File: src/rtl/f3_gpu_pkg.sv
// Shared constants and types for the f3_gpu image-viewer stage.
package f3_gpu_pkg;

  localparam logic [2:0] INS_NONE       = 3'd0;
  localparam logic [2:0] INS_PREV       = 3'd1;
  localparam logic [2:0] INS_NEXT       = 3'd2;
  localparam logic [2:0] INS_ROT        = 3'd3;
  localparam logic [2:0] INS_NEG        = 3'd4;
  localparam logic [2:0] INS_MIRROR     = 3'd5;
  localparam logic [2:0] INS_RESET_VIEW = 3'd6;

  typedef enum logic {ST_IDLE, ST_ANIM} state_e;

  typedef enum logic {DIR_FWD, DIR_REV} dir_e;

  localparam logic [1:0] ROT_0   = 2'd0;
  localparam logic [1:0] ROT_90  = 2'd1;
  localparam logic [1:0] ROT_180 = 2'd2;
  localparam logic [1:0] ROT_270 = 2'd3;

endpackage

File: src/rtl/f3_gpu_if.sv
// Pixel/command bus between the VGA address side, the mapper/ROM and the GPU stage.
interface f3_gpu_if #(
  parameter int unsigned COORD_W    = 11,
  parameter int unsigned COLOR_W    = 3,
  parameter int unsigned IMG_BITS   = 4,
  parameter int unsigned NUM_IMAGES = 8
);
  localparam int unsigned IDX_W = $clog2(NUM_IMAGES);

  logic [2:0]           instruction;
  logic [2*COORD_W-1:0] display_addr;
  logic [COLOR_W-1:0]   pixel_data;
  logic [IMG_BITS-1:0]  mapper_pixel_x;
  logic [IMG_BITS-1:0]  mapper_pixel_y;
  logic [2*COORD_W-1:0] mapper_display_addr;
  logic [2*IMG_BITS-1:0] pixel_addr;
  logic [IDX_W-1:0]     image_index;
  logic [COLOR_W-1:0]   display_data;
  logic                 busy;

  modport master (
    output instruction, display_addr, pixel_data, mapper_pixel_x, mapper_pixel_y,
    input  mapper_display_addr, pixel_addr, image_index, display_data, busy
  );

  modport slave (
    input  instruction, display_addr, pixel_data, mapper_pixel_x, mapper_pixel_y,
    output mapper_display_addr, pixel_addr, image_index, display_data, busy
  );

endinterface

File: src/rtl/f3_addr_xform.sv
// Combinational mirror + rotation of an image coordinate into a ROM pixel address.
module f3_addr_xform
  import f3_gpu_pkg::*;
#(
  parameter int unsigned IMG_BITS = 4
) (
  input  logic [IMG_BITS-1:0]   pix_x,
  input  logic [IMG_BITS-1:0]   pix_y,
  input  logic [1:0]            rot,
  input  logic                  mirror,
  output logic [2*IMG_BITS-1:0] pixel_addr
);

  localparam logic [IMG_BITS-1:0] M = '1;

  logic [IMG_BITS-1:0] x;
  logic [IMG_BITS-1:0] y;

  always_comb begin
    x = mirror ? (M - pix_x) : pix_x;
    y = pix_y;
    unique case (rot)
      ROT_0:   pixel_addr = {y, x};
      ROT_90:  pixel_addr = {x, M - y};
      ROT_180: pixel_addr = {M - y, M - x};
      ROT_270: pixel_addr = {M - x, y};
      default: pixel_addr = {y, x};
    endcase
  end

endmodule

File: src/rtl/f3_gpu.sv
// Image-viewer GPU stage: address transform, command FSM and windowed colour output.
// Optional wipe transition between images is enabled with F3_GPU_ANIM_EN.
module f3_gpu
  import f3_gpu_pkg::*;
#(
  parameter int unsigned COORD_W    = 11,
  parameter int unsigned COLOR_W    = 3,
  parameter int unsigned IMG_BITS   = 4,
  parameter int unsigned NUM_IMAGES = 8,
  parameter int unsigned WIN_X0     = 231,
  parameter int unsigned WIN_X1     = 711,
  parameter int unsigned WIN_Y0     = 36,
  parameter int unsigned WIN_Y1     = 516,
  parameter int unsigned ANIM_DIV   = 16
) (
  input logic      sysclk,
  input logic      rst,
  f3_gpu_if.slave  bus
);

  localparam int unsigned IDX_W = $clog2(NUM_IMAGES);
  localparam int unsigned AW    = 2 * IMG_BITS;
  localparam logic [IDX_W-1:0] LAST_IMG = IDX_W'(NUM_IMAGES - 1);

  logic [IDX_W-1:0]   cur_img;
  logic [1:0]         rot;
  logic               mirror;
  logic               negative;
  logic               armed;
  logic [COLOR_W-1:0] display_data_q;
  logic [AW-1:0]      pixel_addr;
  logic               idle;
  logic               accept;
  logic [IDX_W-1:0]   img_inc;
  logic [IDX_W-1:0]   img_dec;

`ifdef F3_GPU_ANIM_EN
  localparam int unsigned DIV_W = (ANIM_DIV > 1) ? $clog2(ANIM_DIV) : 1;
  localparam logic [DIV_W-1:0] DIV_LAST  = DIV_W'(ANIM_DIV - 1);
  localparam logic [AW:0]      WIPE_LAST = (AW+1)'((1 << AW) - 1);
  localparam logic [AW:0]      WIPE_FULL = (AW+1)'(1 << AW);

  state_e           state;
  dir_e             dir;
  logic [IDX_W-1:0] prev_img;
  logic [AW:0]      wipe_cnt;
  logic [DIV_W-1:0] div_cnt;
  logic             busy_q;

  assign idle     = (state == ST_IDLE);
  assign bus.busy = busy_q;
`else
  assign idle     = 1'b1;
  assign bus.busy = 1'b0;
`endif

  assign accept  = armed && (bus.instruction != INS_NONE) && idle;
  assign img_inc = (cur_img == LAST_IMG) ? '0 : cur_img + 1'b1;
  assign img_dec = (cur_img == '0) ? LAST_IMG : cur_img - 1'b1;

  // Any cycle with instruction==0 re-arms, so a held code acts exactly once.
  always_ff @(posedge sysclk or posedge rst) begin
    if (rst) begin
      cur_img  <= '0;
      rot      <= ROT_0;
      mirror   <= 1'b0;
      negative <= 1'b0;
      armed    <= 1'b1;
`ifdef F3_GPU_ANIM_EN
      state    <= ST_IDLE;
      dir      <= DIR_FWD;
      prev_img <= '0;
      wipe_cnt <= '0;
      div_cnt  <= '0;
      busy_q   <= 1'b0;
`endif
    end else begin
      armed <= (bus.instruction == INS_NONE);
      if (accept) begin
        case (bus.instruction)
          INS_NEXT, INS_PREV: begin
            cur_img  <= (bus.instruction == INS_NEXT) ? img_inc : img_dec;
            rot      <= ROT_0;
            mirror   <= 1'b0;
            negative <= 1'b0;
`ifdef F3_GPU_ANIM_EN
            prev_img <= cur_img;
            dir      <= (bus.instruction == INS_NEXT) ? DIR_FWD : DIR_REV;
            wipe_cnt <= '0;
            div_cnt  <= '0;
            state    <= ST_ANIM;
            busy_q   <= 1'b1;
`endif
          end
          INS_ROT:    rot      <= rot + 2'd1;
          INS_NEG:    negative <= ~negative;
          INS_MIRROR: mirror   <= ~mirror;
          INS_RESET_VIEW: begin
            rot      <= ROT_0;
            mirror   <= 1'b0;
            negative <= 1'b0;
          end
          default: ;
        endcase
      end
`ifdef F3_GPU_ANIM_EN
      else if (state == ST_ANIM) begin
        if (div_cnt == DIV_LAST) begin
          div_cnt <= '0;
          // Leave on the step that would reach 2**AW; wipe_cnt never holds it.
          if (wipe_cnt == WIPE_LAST) begin
            wipe_cnt <= '0;
            state    <= ST_IDLE;
            busy_q   <= 1'b0;
          end else begin
            wipe_cnt <= wipe_cnt + 1'b1;
          end
        end else begin
          div_cnt <= div_cnt + 1'b1;
        end
      end
`endif
    end
  end

  f3_addr_xform #(
    .IMG_BITS (IMG_BITS)
  ) u_xform (
    .pix_x      (bus.mapper_pixel_x),
    .pix_y      (bus.mapper_pixel_y),
    .rot        (rot),
    .mirror     (mirror),
    .pixel_addr (pixel_addr)
  );

  always_comb begin
    bus.image_index = cur_img;
`ifdef F3_GPU_ANIM_EN
    if (state == ST_ANIM) begin
      if (dir == DIR_FWD) begin
        if ({1'b0, pixel_addr} >= wipe_cnt) bus.image_index = prev_img;
      end else begin
        if ({1'b0, pixel_addr} < (WIPE_FULL - wipe_cnt)) bus.image_index = prev_img;
      end
    end
`endif
  end

  logic [COORD_W-1:0] disp_x;
  logic [COORD_W-1:0] disp_y;
  logic               outside;

  assign disp_x  = bus.display_addr[2*COORD_W-1:COORD_W];
  assign disp_y  = bus.display_addr[COORD_W-1:0];
  assign outside = (disp_x < COORD_W'(WIN_X0)) || (disp_x > COORD_W'(WIN_X1)) ||
                   (disp_y < COORD_W'(WIN_Y0)) || (disp_y > COORD_W'(WIN_Y1));

  always_ff @(posedge sysclk or posedge rst) begin
    if (rst) begin
      display_data_q <= '0;
    end else begin
      display_data_q <= outside ? '0 : (negative ? ~bus.pixel_data : bus.pixel_data);
    end
  end

  assign bus.display_data        = display_data_q;
  assign bus.pixel_addr          = pixel_addr;
  assign bus.mapper_display_addr = bus.display_addr;

endmodule

File: src/flat_wrapper.sv
// flat-port wrapper written by rule: the top's interface ports become plain ports
module f3_gpu_flat import f3_gpu_pkg::*;
#(
  parameter int unsigned COORD_W    = 11,
  parameter int unsigned COLOR_W    = 3,
  parameter int unsigned IMG_BITS   = 4,
  parameter int unsigned NUM_IMAGES = 8,
  parameter int unsigned WIN_X0     = 231,
  parameter int unsigned WIN_X1     = 711,
  parameter int unsigned WIN_Y0     = 36,
  parameter int unsigned WIN_Y1     = 516,
  parameter int unsigned ANIM_DIV   = 16
)
  (sysclk, rst, bus_instruction, bus_display_addr, bus_pixel_data, bus_mapper_pixel_x, bus_mapper_pixel_y, bus_mapper_display_addr, bus_pixel_addr, bus_image_index, bus_display_data, bus_busy);
  f3_gpu_if #(.COORD_W(COORD_W), .COLOR_W(COLOR_W), .IMG_BITS(IMG_BITS), .NUM_IMAGES(NUM_IMAGES)) bus_i ();
  input logic sysclk;
  input logic rst;
  input wire logic [$bits(bus_i.instruction)-1:0] bus_instruction;
  input wire logic [$bits(bus_i.display_addr)-1:0] bus_display_addr;
  input wire logic [$bits(bus_i.pixel_data)-1:0] bus_pixel_data;
  input wire logic [$bits(bus_i.mapper_pixel_x)-1:0] bus_mapper_pixel_x;
  input wire logic [$bits(bus_i.mapper_pixel_y)-1:0] bus_mapper_pixel_y;
  output wire logic [$bits(bus_i.mapper_display_addr)-1:0] bus_mapper_display_addr;
  output wire logic [$bits(bus_i.pixel_addr)-1:0] bus_pixel_addr;
  output wire logic [$bits(bus_i.image_index)-1:0] bus_image_index;
  output wire logic [$bits(bus_i.display_data)-1:0] bus_display_data;
  output wire logic [$bits(bus_i.busy)-1:0] bus_busy;
  assign bus_i.instruction = bus_instruction;
  assign bus_i.display_addr = bus_display_addr;
  assign bus_i.pixel_data = bus_pixel_data;
  assign bus_i.mapper_pixel_x = bus_mapper_pixel_x;
  assign bus_i.mapper_pixel_y = bus_mapper_pixel_y;
  assign bus_mapper_display_addr = bus_i.mapper_display_addr;
  assign bus_pixel_addr = bus_i.pixel_addr;
  assign bus_image_index = bus_i.image_index;
  assign bus_display_data = bus_i.display_data;
  assign bus_busy = bus_i.busy;
  f3_gpu #(.COORD_W(COORD_W), .COLOR_W(COLOR_W), .IMG_BITS(IMG_BITS), .NUM_IMAGES(NUM_IMAGES), .WIN_X0(WIN_X0), .WIN_X1(WIN_X1), .WIN_Y0(WIN_Y0), .WIN_Y1(WIN_Y1), .ANIM_DIV(ANIM_DIV)) u_core (.sysclk(sysclk), .rst(rst), .bus(bus_i));
endmodule
File: config.mk
export PLATFORM = sky130hd
export DESIGN_NAME = f3_gpu_flat
export DESIGN_NICKNAME = d
export VERILOG_FILES = /design/src/rtl/f3_gpu_pkg.sv /design/src/rtl/f3_gpu_if.sv /design/src/rtl/f3_addr_xform.sv /design/src/rtl/f3_gpu.sv /design/src/flat_wrapper.sv
export SDC_FILE = /design/constraint.sdc
export NUM_CORES = 1
export LEC_CHECK = 0
export CAP_MARGIN = 20
export CORE_UTILIZATION = 39
export DETAILED_ROUTE_END_ITERATION = 8
export PLACE_DENSITY = 0.95
export RECOVER_POWER = 100
export SKIP_LAST_GASP = 1
export SYNTH_ARGS = -nofsm -noshare
export SYNTH_HDL_FRONTEND = slang
export SYNTH_HIERARCHICAL = 1
export SYNTH_SLANG_ARGS = --single-unit
File: constraint.sdc
create_clock -name sysclk -period 2.9 [get_ports sysclk]
set_input_delay 0.58 -clock sysclk [delete_from_list [all_inputs] [get_ports sysclk]]
set_output_delay 0.58 -clock sysclk [all_outputs]
set_load 0.01 [all_outputs]
Word level (Yosys, flattened, before mapping)
Cells that the tools add are included.
{ "classes": {"n_addsub": 6, "magnitude_cmp": 4, "eq_ne": 10, "muxes": 10, "bitwise": 3, "reduce_logical": 17} }
{ "op_table": {"columns": ["operator", "n"], "rows": [
  ["one-hot mux 8 bit (4 select lines)", 1],
  ["greater-than comparator 11 x 10 -> 1 bit (second input constant)", 2],
  ["2-to-1 mux 3 bit", 5],
  ["equality test 3 bit (second input constant)", 4],
  ["subtractor 4 bit (first input constant)", 3],
  ["less-than comparator 11 x 6 -> 1 bit (second input constant)", 1],
  ["less-than comparator 11 x 8 -> 1 bit (second input constant)", 1],
  ["AND reduction 2 bit", 4],
  ["equality test 3 x 2 -> 1 bit (second input constant)", 2],
  ["logical NOT 3 bit", 2],
  ["nonzero test 2 bit", 3],
  ["equality test 2 bit (second input constant)", 2],
  ["2-to-1 mux 4 bit", 1],
  ["one-hot mux 1 bit (2 select lines)", 2],
  ["one-hot mux 2 bit (2 select lines)", 1],
  ["adder 3 x 1 -> 3 bit (second input constant)", 1],
  ["equality test 3 x 1 -> 1 bit (second input constant)", 1],
  ["logical OR 1 bit", 3],
  ["inverter 3 bit", 1],
  ["nonzero test 3 bit", 1],
  ["OR reduction 3 bit", 1],
  ["subtractor 3 x 1 -> 3 bit (second input constant)", 1],
  ["adder 2 x 1 -> 2 bit (second input constant)", 1],
  ["equality test 2 x 1 -> 1 bit (second input constant)", 1],
  ["4 further kinds", 5]
]} }
{ "totals": {"reg_bits": 11, "input_bits": 38, "out_inout_bits": 37} }

Longest topological paths before layout
Gate-level depths: netlist of run 1.
{ "logic_depth": {"word_depth": 5, "ltp_mapped": 5} }

By module
Netlist of run 1, hierarchy kept.
{ "by_module_without_submodules": {"columns": ["mod", "n_inst", "cells_per_inst", "area_each_um2", "seq_area_each_um2"], "rows": [
  ["f3_gpu", 1, 107, 920.9, 276.5],
  ["f3_addr_xform", 1, 26, 198.9, 0.0]
]} }

Least setup slack after synthesis of run 1
OpenSTA, ideal clock, no wires.
{ "synth_path": {"kind": "in2out", "from": "in bus_mapper_pixel_x[3]", "to": "out bus_pixel_addr[3]", "arrival_ps": 1106, "required_time_ps": 2320, "path_slack_ps": 1214, "path_stages": 3, "path_buffers": 0, "cell_sequence": "xor2_1 -> o21ai_0 -> xnor2_1"} }
{ "synth_between": {"elab_chain_len": 4} }
{ "synth_lines": {"columns": ["element", "line", "rtl"], "rows": [
  ["from (decl)", "flat_wrapper.sv:21", "input wire logic [$bits(bus_i.mapper_pixel_x)-1:0] bus_mapper_pixel_x;"],
  ["subtractor 4 bit", "f3_addr_xform.sv:20", "x = mirror ? (M - pix_x) : pix_x;"],
  ["2-to-1 mux 4 bit (*)", "f3_addr_xform.sv:20", null],
  ["subtractor 4 bit", "f3_addr_xform.sv:25", "ROT_180: pixel_addr = {M - y, M - x};"],
  ["one-hot mux 8 bit (4 select lines) (*)", "f3_addr_xform.sv:22", "unique case (rot)"],
  ["to (decl)", "flat_wrapper.sv:24", "output wire logic [$bits(bus_i.pixel_addr)-1:0] bus_pixel_addr;"]
]} }
Every way passes the cells marked *; elsewhere a longest branch is shown, timed or not.

Final worst setup path of run 1
Ends and elaborated chain as after synthesis.

==> results of run 1 <==
==> cells in the final DEF, fill, tap and decap left out, drive strengths merged, types with 2 or more instances in the layout <==
cell type,count
a21oi,3
clkbuf,4
clkdlybuf4s50,34
dfrtp,10
dlygate4sd3,39
ha,4
inv,7
mux2i,4
nand2,13
nor3,6
nor3b,2
nor4,2
o21ai,15
o41ai,3
or3,2
xnor2,13
xor2,4
==> worst max path at each step <==
stage / end / slack [ns] / start
after floorplan: bus_pixel_addr[3] / 1.21 / bus_mapper_pixel_x[3]
after global placement: bus_pixel_addr[1] / 0.26 / bus_mapper_pixel_x[1]
after detailed placement: bus_pixel_addr[0] / 0.22 / bus_mapper_pixel_x[0]
after CTS: bus_pixel_addr[0] / 0.21 / bus_mapper_pixel_x[0]
after global routing: bus_pixel_addr[0] / 0.03 / bus_mapper_pixel_x[0]
final: bus_pixel_addr[3] / 0.18 / bus_mapper_pixel_x[3]
==> logic make-up (layout without fill, tap and decap cells) <==
family,Yosys count,in the layout,share of synthesized area
AO/OA/AOI/OAI,28,28,0.162
XOR/XNOR,17,17,0.133
adder cells (fa/ha/maj),4,4,0.0447
buffers and inverters,36,84,0.215
flip-flops,11,11,0.247
multiplexers,4,4,0.0358
other,1,1,0.00335
AND/OR/NAND/NOR,32,32,0.160
==> through the flow <==
step / hold slack [ns] / setup slack, ns / instances / utilization
after CTS: 0.590 / 0.209 / 212 / 0.622
after global routing: 0.607 / 0.0315 / 212 / 0.622
final: 0.576 / 0.175 / 212 / 0.622
after global placement: 0.550 / 0.261 / 208 / 0.613
after floorplan: 0.432 / 1.21 / 133 / -
after detailed placement: 0.569 / 0.220 / 208 / 0.613
==> critical path: stages <==
cell	delay, ns
clkdlybuf4s50_1	0.42
xor2_1	0.18
o21ai_0	0.21
xnor2_1	0.14
dlygate4sd3_1	0.62
==> per-layer routing <==
layer | part of all wire | wire length [um] | vias to the layer above
li1 | - | - | 533
met1 | 0.40 | 995 | 493
met2 | 0.52 | 1280 | 44
met3 | 0.079 | 197 | 2
met4 | 0.0032 | 8 | 0
met5 | 0 | 0 | -
==> area by class of cell <==
class | count | area (um2) | area share
Clock buffer | 4 | 26.3 | 0.0154
Inverter | 7 | 26.3 | 0.0154
Multi-Input combinational cell | 86 | 603 | 0.354
Sequential cell | 11 | 277 | 0.163
Tap cell | 31 | 38.8 | 0.0228
Timing Repair Buffer | 73 | 731 | 0.429
==> sequential cells by signal, indices dropped and copies added (netlist names) <==
name,flops
u_core/armed,1
u_core/bus.display_data,3
u_core/bus.image_index,3
u_core/mirror,1
u_core/negative,1
u_core/rot,2
==> cells in the mapped netlist (all sizes together) <==
master	instances
a221oi	1
mux2i	4
a22o	1
dfrtp	10
a22oi	1
o31ai	1
nand4b	1
o211ai	1
nor2b	1
o31a	1
o21ai	15
clkbuf	2
a21oi	3
xnor2	13
o41ai	3
nor4	2
ha	4
buf	27
and3	1
nor2	1
nor3b	2
dfstp	1
conb	1
inv	7
xor2	4
nor4b	1
nor3	6
or3	2
nand3	1
nand2	13
a311oi	1
nand4bb	1
==> power by group through the flow <==
stage          Combinational [uW]  Clock [uW]  Sequential, uW
6_report                      501         103             254
5_1_grt                       554         116             262
4_1_cts                       546         109             257
3_5_place_dp                  544           0             259
3_3_place_gp                  529           0             259
2_1_floorplan                 313           0             239
==> impl_metrics.csv, run 1 <==
group,metric,value,unit
floorplanning,rows,19,
yosys,ys_seq_area_frac,0.247,
global_routing,grt_use_met2,0.315,
global_routing,grt_max_degree,18,
timing,fmax,0.367,GHz
floorplanning,start_util,0.410,
route,drcViolationCount,0,
power,p_switching,321,uW
yosys,synth_seq_cells,11,
place,place_area,1680,um2
yosys,netlist_top_cells_area,"dfrtp_1, buf_4, xnor2_1, o21ai_0, ha_1",
route,drtIter0Drc,34,
timing,tightest_slew,0.545,ns
yosys,syn_area,1120,um2
power,ir_drop,0.467,mV
clocking,cts_tree,"built",
place,finalWeightedCongestion,0.769,
floorplanning,core-area,2730,um2
global_routing,busiest_layer,"met2",
clocking,max-clock-path-buffers,2,
global_routing,grt_use_met3,0.0605,
timing,finClkSkew,0.0125,ns
min_path,hold_depth,1,
timing,max_slew_margin,0.636,
power,power.share.sequential,0.296,
power,intPower,538,uW
place,hpwl,2080,um
cells_and_area,nets,224,
status,status,"complete, no violations",
clocking,ctsResizeCount,0,
route,vias_per_cell,5.06,
clocking,postCtsSetupBuffers,0,
cells_and_area,nFillCells,242,
timing,tns,0,ns
cells_and_area,area_delta_synth_final,52.0,%
floorplanning,die_h,55.6,um
global_routing,met1_usage,0.194,
global_routing,grt_first_pass_wirelength,4320,um
power,p_total,859,uW
timing,rsz0062_at_grt,"no",
critical_path,reg2reg_from,"u_core/armed",
global_routing,grt_usage,0.174,
cells_and_area,diodes,0,
power,power_density,505,nW/um2
critical_path,worst_r2r_path_depth,4,
critical_path,end_kind,"output pin",
yosys,synth_cell_types,37,
critical_path,critPathMaxFanout,2,
timing,finalCritPeriodShare,0.940,
clocking,ctsHoldBuffers,0,
route,first_pass_iters,4,
global_routing,antenna_found_initial,0,
critical_path,r2r-end,"u_core/bus.image_index[2]",
clocking,cts_buffers,3,
yosys,yosys_warnings,6,
place,portBuffers,73,
clocking,cts_sinks,11,
clocking,clock_latency,0.27,ns
timing,hold_violations,0,
min_path,hold_class,"reg2reg",
floorplanning,ios,75,
power,leakagePower,0.000697,uW
floorplanning,dieArea,3090,um2
power,power_frac_clock,0.121,
yosys,yosys.area.top_type,"dfrtp_1",
yosys,syn_area_per_cell,8.42,um2
timing,finalCriticalPeriod,2.72,ns
clocking,cts_root_buf,"clkbuf_4",
yosys,syn_nets,175,
critical_path,crit_arrival,2.14,ns
critical_path,required,2.32,ns
min_path,holdPathEnd,"u_core/bus.image_index[0]",
cells_and_area,drive_above_1_share,0.0387,
clocking,htreeDepth,1,
global_routing,grt_pass1_vias,1050,
floorplanning,die_w,55.6,um
run,maxCapViolCount,0,
critical_path,start_kind,"primary input",
clocking,clk_pin_slew,0.07,ns
min_path,min_from,"u_core/bus.image_index[0]",
power,comb_power_share,0.583,
critical_path,worst-setup-path-type,"in2out",
timing,slew_viol_final,0,
route,vias,1072,
cells_and_area,postLayoutCellArea,1700,um2
yosys,synth_top_area_frac,0.223,
route,ant_nets,0,
route,routed_wirelength,2480,um
yosys,syn_inst,133,
timing,setup_violations,0,
power,swShare,0.374,
critical_path,r2r_setup_slack,1.50,ns
route,wl_per_cell,11.7,um
global_routing,grt-ovfl-total,0,
(Power assumes the default switching activity.)
==> inputs of run 2 (changes only) <==
--- a/constraint.sdc
+++ b/constraint.sdc
@@ -3,2 +3,2 @@
 set_output_delay 0.58 -clock sysclk [all_outputs]
-set_load 0.01 [all_outputs]
+set_load 0.1 [all_outputs]
==> run 2 against run 1 <==
Maximum frequency up 3.1%. Critical path depth unchanged. Die area unchanged. Critical path type unchanged. Cell count unchanged. Sequential power up 5%. Worst setup slack better by 0.082 ns. Core utilization down 4.2 points. Hold slack better by 0.0044 ns. Combinational power rose to 2.5 times the previous value. Final area down 6.7%. Global-route usage up 2.7 points.
==> impl_metrics.csv, run 2 (synthesized netlist as in run 1, its figures left out) <==
group,metric,value,unit
critical_path,worst-path-buf-inv,2,
cells_and_area,nets,224,
min_path,hold_depth,1,
clocking,cts_buffers,3,
global_routing,antenna_found_initial,0,
power,leakagePower,0.000664,uW
timing,rsz0062_at_grt,"no",
critical_path,crit_arrival,2.06,ns
floorplanning,core-area,2730,um2
timing,setup_violations,0,
floorplanning,die_w,55.6,um
critical_path,critPathMaxFanout,2,
timing,finClkSkew,0.00334,ns
critical_path,crit_family,"buffers and inverters",
cells_and_area,final_cell_mix,"clkdlybuf4s50_1, clkbuf_1, o21ai_0",
clocking,clock_latency,0.27,ns
clocking,cts_root_buf,"clkbuf_4",
route,routed_wirelength,3040,um
timing,tightest_slew,1.21,ns
critical_path,start_kind,"primary input",
power,ir_drop,0.746,mV
critical_path,worst-setup-path-type,"in2out",
cells_and_area,nFillCells,263,
timing,finalCritPeriodShare,0.911,
timing,slew_viol_final,0,
route,ant_nets,0,
clocking,ctsResizeCount,0,
floorplanning,ios,75,
clocking,ctsHoldBuffers,0,
timing,finalCriticalPeriod,2.64,ns
route,first_pass_iters,4,
global_routing,grt_first_pass_wirelength,4930,um
clocking,cts_tree,"built",
global_routing,grt-ovfl-total,0,
floorplanning,rows,19,
timing,hold_violations,0,
route,wl_per_cell,14.3,um
run,maxCapViolCount,0,
clocking,htreeDepth,1,
place,hpwl,2510,um
route,drtIter0Drc,28,
critical_path,max_stage_delay,0.48,ns
critical_path,critPathSlowestCell,"clkbuf_2",
clocking,clk_pin_slew,0.07,ns
clocking,max-clock-path-buffers,2,
floorplanning,die_h,55.6,um
route,drcViolationCount,0,
clocking,postCtsSetupBuffers,0,
global_routing,grt_max_degree,18,
route,vias_per_cell,5.32,
global_routing,grt_usage,0.201,
critical_path,required,2.32,ns
global_routing,grt_pass1_vias,1080,
critical_path,cp.depth,5,
timing,max_slew_margin,0.198,
cells_and_area,utilization,0.581,
cells_and_area,drive_above_1_share,0.116,
critical_path,crit_chain,"clkdlybuf4s50_1 > xor2_1 > o21ai_0 > xnor2_2 > clkbuf_2",
status,status,"complete, no violations",
timing,fmax,0.378,GHz
power,power_density,1030,nW/um2
cells_and_area,area_delta_synth_final,41.8,%
cells_and_area,final-seq-area,277,um2
place,portBuffers,73,
floorplanning,dieArea,3090,um2
cells_and_area,layout_commonest_cell,"clkdlybuf4s50_1",
min_path,hold_class,"reg2reg",
cells_and_area,multi_input_area,643,um2
place,finalWeightedCongestion,0.779,
floorplanning,start_util,0.410,
clocking,cts_sinks,11,
critical_path,end_kind,"output pin",
route,vias,1127,
critical_path,worst_r2r_path_depth,4,
cells_and_area,diodes,0,
timing,tns,0,ns
==> run 2: metal layers <==
layer  global-route usage  up-vias  wire length [um]
met2                0.389       42              1730
met4               0.0643        0                61
met3               0.0395        8               154
met5                    0        -                 0
met1                0.214      546              1080
li1                     -      531                 -
==> run 2: worst reg2reg max path: stages (launching register included) <==
cell and delay (ns):
dfrtp_1 0.85, nand4bb_1 0.23, o21ai_0 0.10, a22oi_1 0.17, o21ai_0 0.10
==> run 2: report_power, final <==
group	total (uW)	leakage [uW]	internal [uW]	switching, uW
Sequential	266	0.000130	188	78.3
Combinational	1270	0.000519	339	928
Clock	104	0.0000150	53.3	50.8
Total	1640	0.000664	580	1060
==> run 2: worst paths after layout <==
kind	startpoint	endpoint	slack [ns]
max	bus_mapper_pixel_x[2]	bus_pixel_addr[2]	0.26
min	u_core/bus.image_index[0]	u_core/bus.image_index[0]	0.58
max reg2reg	u_core/rot[1]	u_core/rot[1]	1.33
min reg2reg	u_core/bus.image_index[0]	u_core/bus.image_index[0]	0.58
max in group asynchronous	rst	u_core/armed	1.83
min in group asynchronous	rst	u_core/bus.image_index[1]	0.74
==> run 2: cell type report <==
| type | count | area share |
|---|---|---|
| Clock buffer | 4 | 0.0165 |
| Inverter | 7 | 0.0165 |
| Multi-Input combinational cell | 86 | 0.405 |
| Sequential cell | 11 | 0.174 |
| Tap cell | 31 | 0.0244 |
| Timing Repair Buffer | 73 | 0.363 |
==> run 2: stage by stage <==
step | cells | setup WS, ns | hold WS [ns] | cell area, um2 | power, uW
floorplan | 133 | 0.513 | 0.432 | 1180 | 1270
global route | 212 | 0.208 | 0.607 | 1590 | 1700
detailed placement | 208 | 0.459 | 0.574 | 1750 | 1690
CTS | 212 | 0.453 | 0.586 | 1770 | 1800
finish | 212 | 0.257 | 0.581 | 1590 | 1640
global placement | 208 | 0.512 | 0.535 | 1750 | 1660
==> inputs of run 3 (changes only) <==
Settings changed: CELL_PAD_IN_SITES_DETAIL_PLACEMENT from default to 1, CELL_PAD_IN_SITES_GLOBAL_PLACEMENT from default to 2, CORE_UTILIZATION 39 to 17, PLACE_DENSITY 0.95 to 0.89.
Clock period 2.9 ns to 2.2 ns, I/O delays scaled along.
==> run 3 against run 2 <==
Sequential power is 32% higher. Largest cell class is now non-clock buffers. Die area rose by 120%. Critical path type unchanged. Wire length is 11% higher. Cell count grew 25%. Combinational power rose by 35%. Via count up 1.3%.
==> impl_metrics.csv, run 3 (synthesized netlist as in run 1, its figures left out) <==
group,metric,value,unit
floorplanning,rows,29,
power,p_switching,1400,uW
cells_and_area,area_delta_synth_final,67.7,%
cells_and_area,multi_input_area,651,um2
critical_path,start_kind,"primary input",
cells_and_area,nets,232,
floorplanning,die_h,83.2,um
cells_and_area,drive_above_1_share,0.291,
clocking,cts_sinks,11,
timing,fmax,0.467,GHz
timing,hold_violations,0,
floorplanning,start_util,0.176,
place,portBuffers,73,
clocking,max-clock-path-buffers,2,
floorplanning,dieArea,6920,um2
cells_and_area,utilization,0.296,
power,power_frac_clock,0.092,
power,power_density,1210,nW/um2
critical_path,required,1.76,ns
clocking,clk_pin_slew,0.05,ns
global_routing,grt_pass1_vias,1253,
timing,finalCritPeriodShare,0.974,
global_routing,antenna_found_initial,0,
clocking,clock_latency,0.24,ns
global_routing,grt-ovfl-total,0,
place,hpwl,2870,um
route,vias_per_cell,4.29,
timing,tns,0,ns
power,intPower,871,uW
timing,finClkSkew,0.000730,ns
clocking,cts_buffers,3,
min_path,hold_class,"reg2reg",
status,status,"complete, no violations",
cells_and_area,final-seq-area,278,um2
cells_and_area,layout_commonest_cell,"clkdlybuf4s50_1",
power,power.share.sequential,0.155,
clocking,cts_tree,"built",
clocking,postCtsSetupBuffers,0,
power,swShare,0.617,
critical_path,worst-setup-path-type,"in2out",
run,maxCapViolCount,0,
floorplanning,ios,75,
critical_path,end_kind,"output pin",
clocking,ctsHoldBuffers,0,
route,ant_nets,0,
critical_path,crit_arrival,1.70,ns
route,vias,1142,
cells_and_area,final_cells,266,
critical_path,critPathMaxFanout,2,
timing,slew_viol_final,0,
cells_and_area,diodes,0,
timing,tightest_slew,1.17,ns
floorplanning,core-area,6350,um2
cells_and_area,postLayoutCellArea,1880,um2
global_routing,grt_usage,0.105,
timing,rsz0062_at_grt,"yes",
place,place_area,2120,um2
global_routing,grt_max_degree,18,
route,first_pass_iters,2,
cells_and_area,final_cell_mix,"clkdlybuf4s50_1, clkbuf_2, o21ai_0",
power,comb_power_share,0.754,
route,drtIter0Drc,40,
power,ir_drop,0.849,mV
timing,max_slew_margin,0.223,
power,leakagePower,0.000839,uW
route,wl_per_cell,12.7,um
clocking,cts_root_buf,"clkbuf_8",
place,finalWeightedCongestion,0.750,
place,dp_cells,262,
route,routed_wirelength,3370,um
route,drcViolationCount,0,
floorplanning,die_w,83.2,um
timing,finalCriticalPeriod,2.14,ns
clocking,ctsResizeCount,0,
clocking,htreeDepth,1,
power,p_total,2270,uW
global_routing,grt_first_pass_wirelength,5820,um
cells_and_area,nFillCells,732,
timing,setup_violations,0,
run 3: cell count changes in the layout (fill, tap and decap cells not counted), moves of 5 or more:
cell             delta
clkbuf_8            +7
clkbuf_1           -25
buf_4               +6
dlygate4sd3_1       +6
clkdlybuf4s50_1     -8
clkbuf_2           +14
buf_12              +5
run 3: cell type report:
cell class                      instances  share of cell area
Tap cell                               77              0.0513
Multi-Input combinational cell         86               0.346
Clock buffer                            3              0.0220
Sequential cell                        11               0.148
Inverter                                7              0.0140
Timing Repair Buffer                   81               0.416
Clock inverter                          1             0.00266
run 3: final timing paths:
kind	endpoint	slack [ns]	startpoint	depth (start not counted)
setup / recovery	bus_pixel_addr[7]	0.06	bus_mapper_pixel_x[3]	5
max in group asynchronous	u_core/armed	1.23	rst	2
setup reg to reg	u_core/bus.image_index[2]	0.57	u_core/armed	4
min in group asynchronous	u_core/bus.image_index[1]	0.64	rst	2
hold / removal	u_core/bus.image_index[0]	0.56	u_core/bus.image_index[0]	1
hold reg to reg	u_core/bus.image_index[0]	0.56	u_core/bus.image_index[0]	1
run 3: layer usage:
metal  global-route usage  share of wire  wire (um)
met1                0.111           0.38       1270
met2                0.193           0.51       1730
met3               0.0467           0.10        353
met4               0.0188         0.0048         16
met5                    0              0          0
run 3: critical path: stages:
cell	delay, ns
clkdlybuf4s50_1	0.48
xor2_1	0.21
mux2i_1	0.16
xnor2_2	0.20
buf_12	0.20
run 3: power groups by stage:
stage	Sequential, uW	Combinational, uW	Clock [uW]
4_1_cts	353	1940	220
6_report	352	1710	208
3_3_place_gp	352	1910	0
2_1_floorplan	514	1140	0
5_1_grt	367	1790	232
3_5_place_dp	356	1930	0
run 3: through the flow:
| step | setup slack (ns) | hold slack [ns] |
|---|---|---|
| 2_1_floorplan | -0.550 | 0.292 |
| 6_report | 0.0581 | 0.560 |
| 4_1_cts | 0.0137 | 0.525 |
| 3_3_place_gp | 0.0491 | 0.559 |
| 5_1_grt | -0.0213 | 0.607 |
| 3_5_place_dp | 0.0235 | 0.573 |
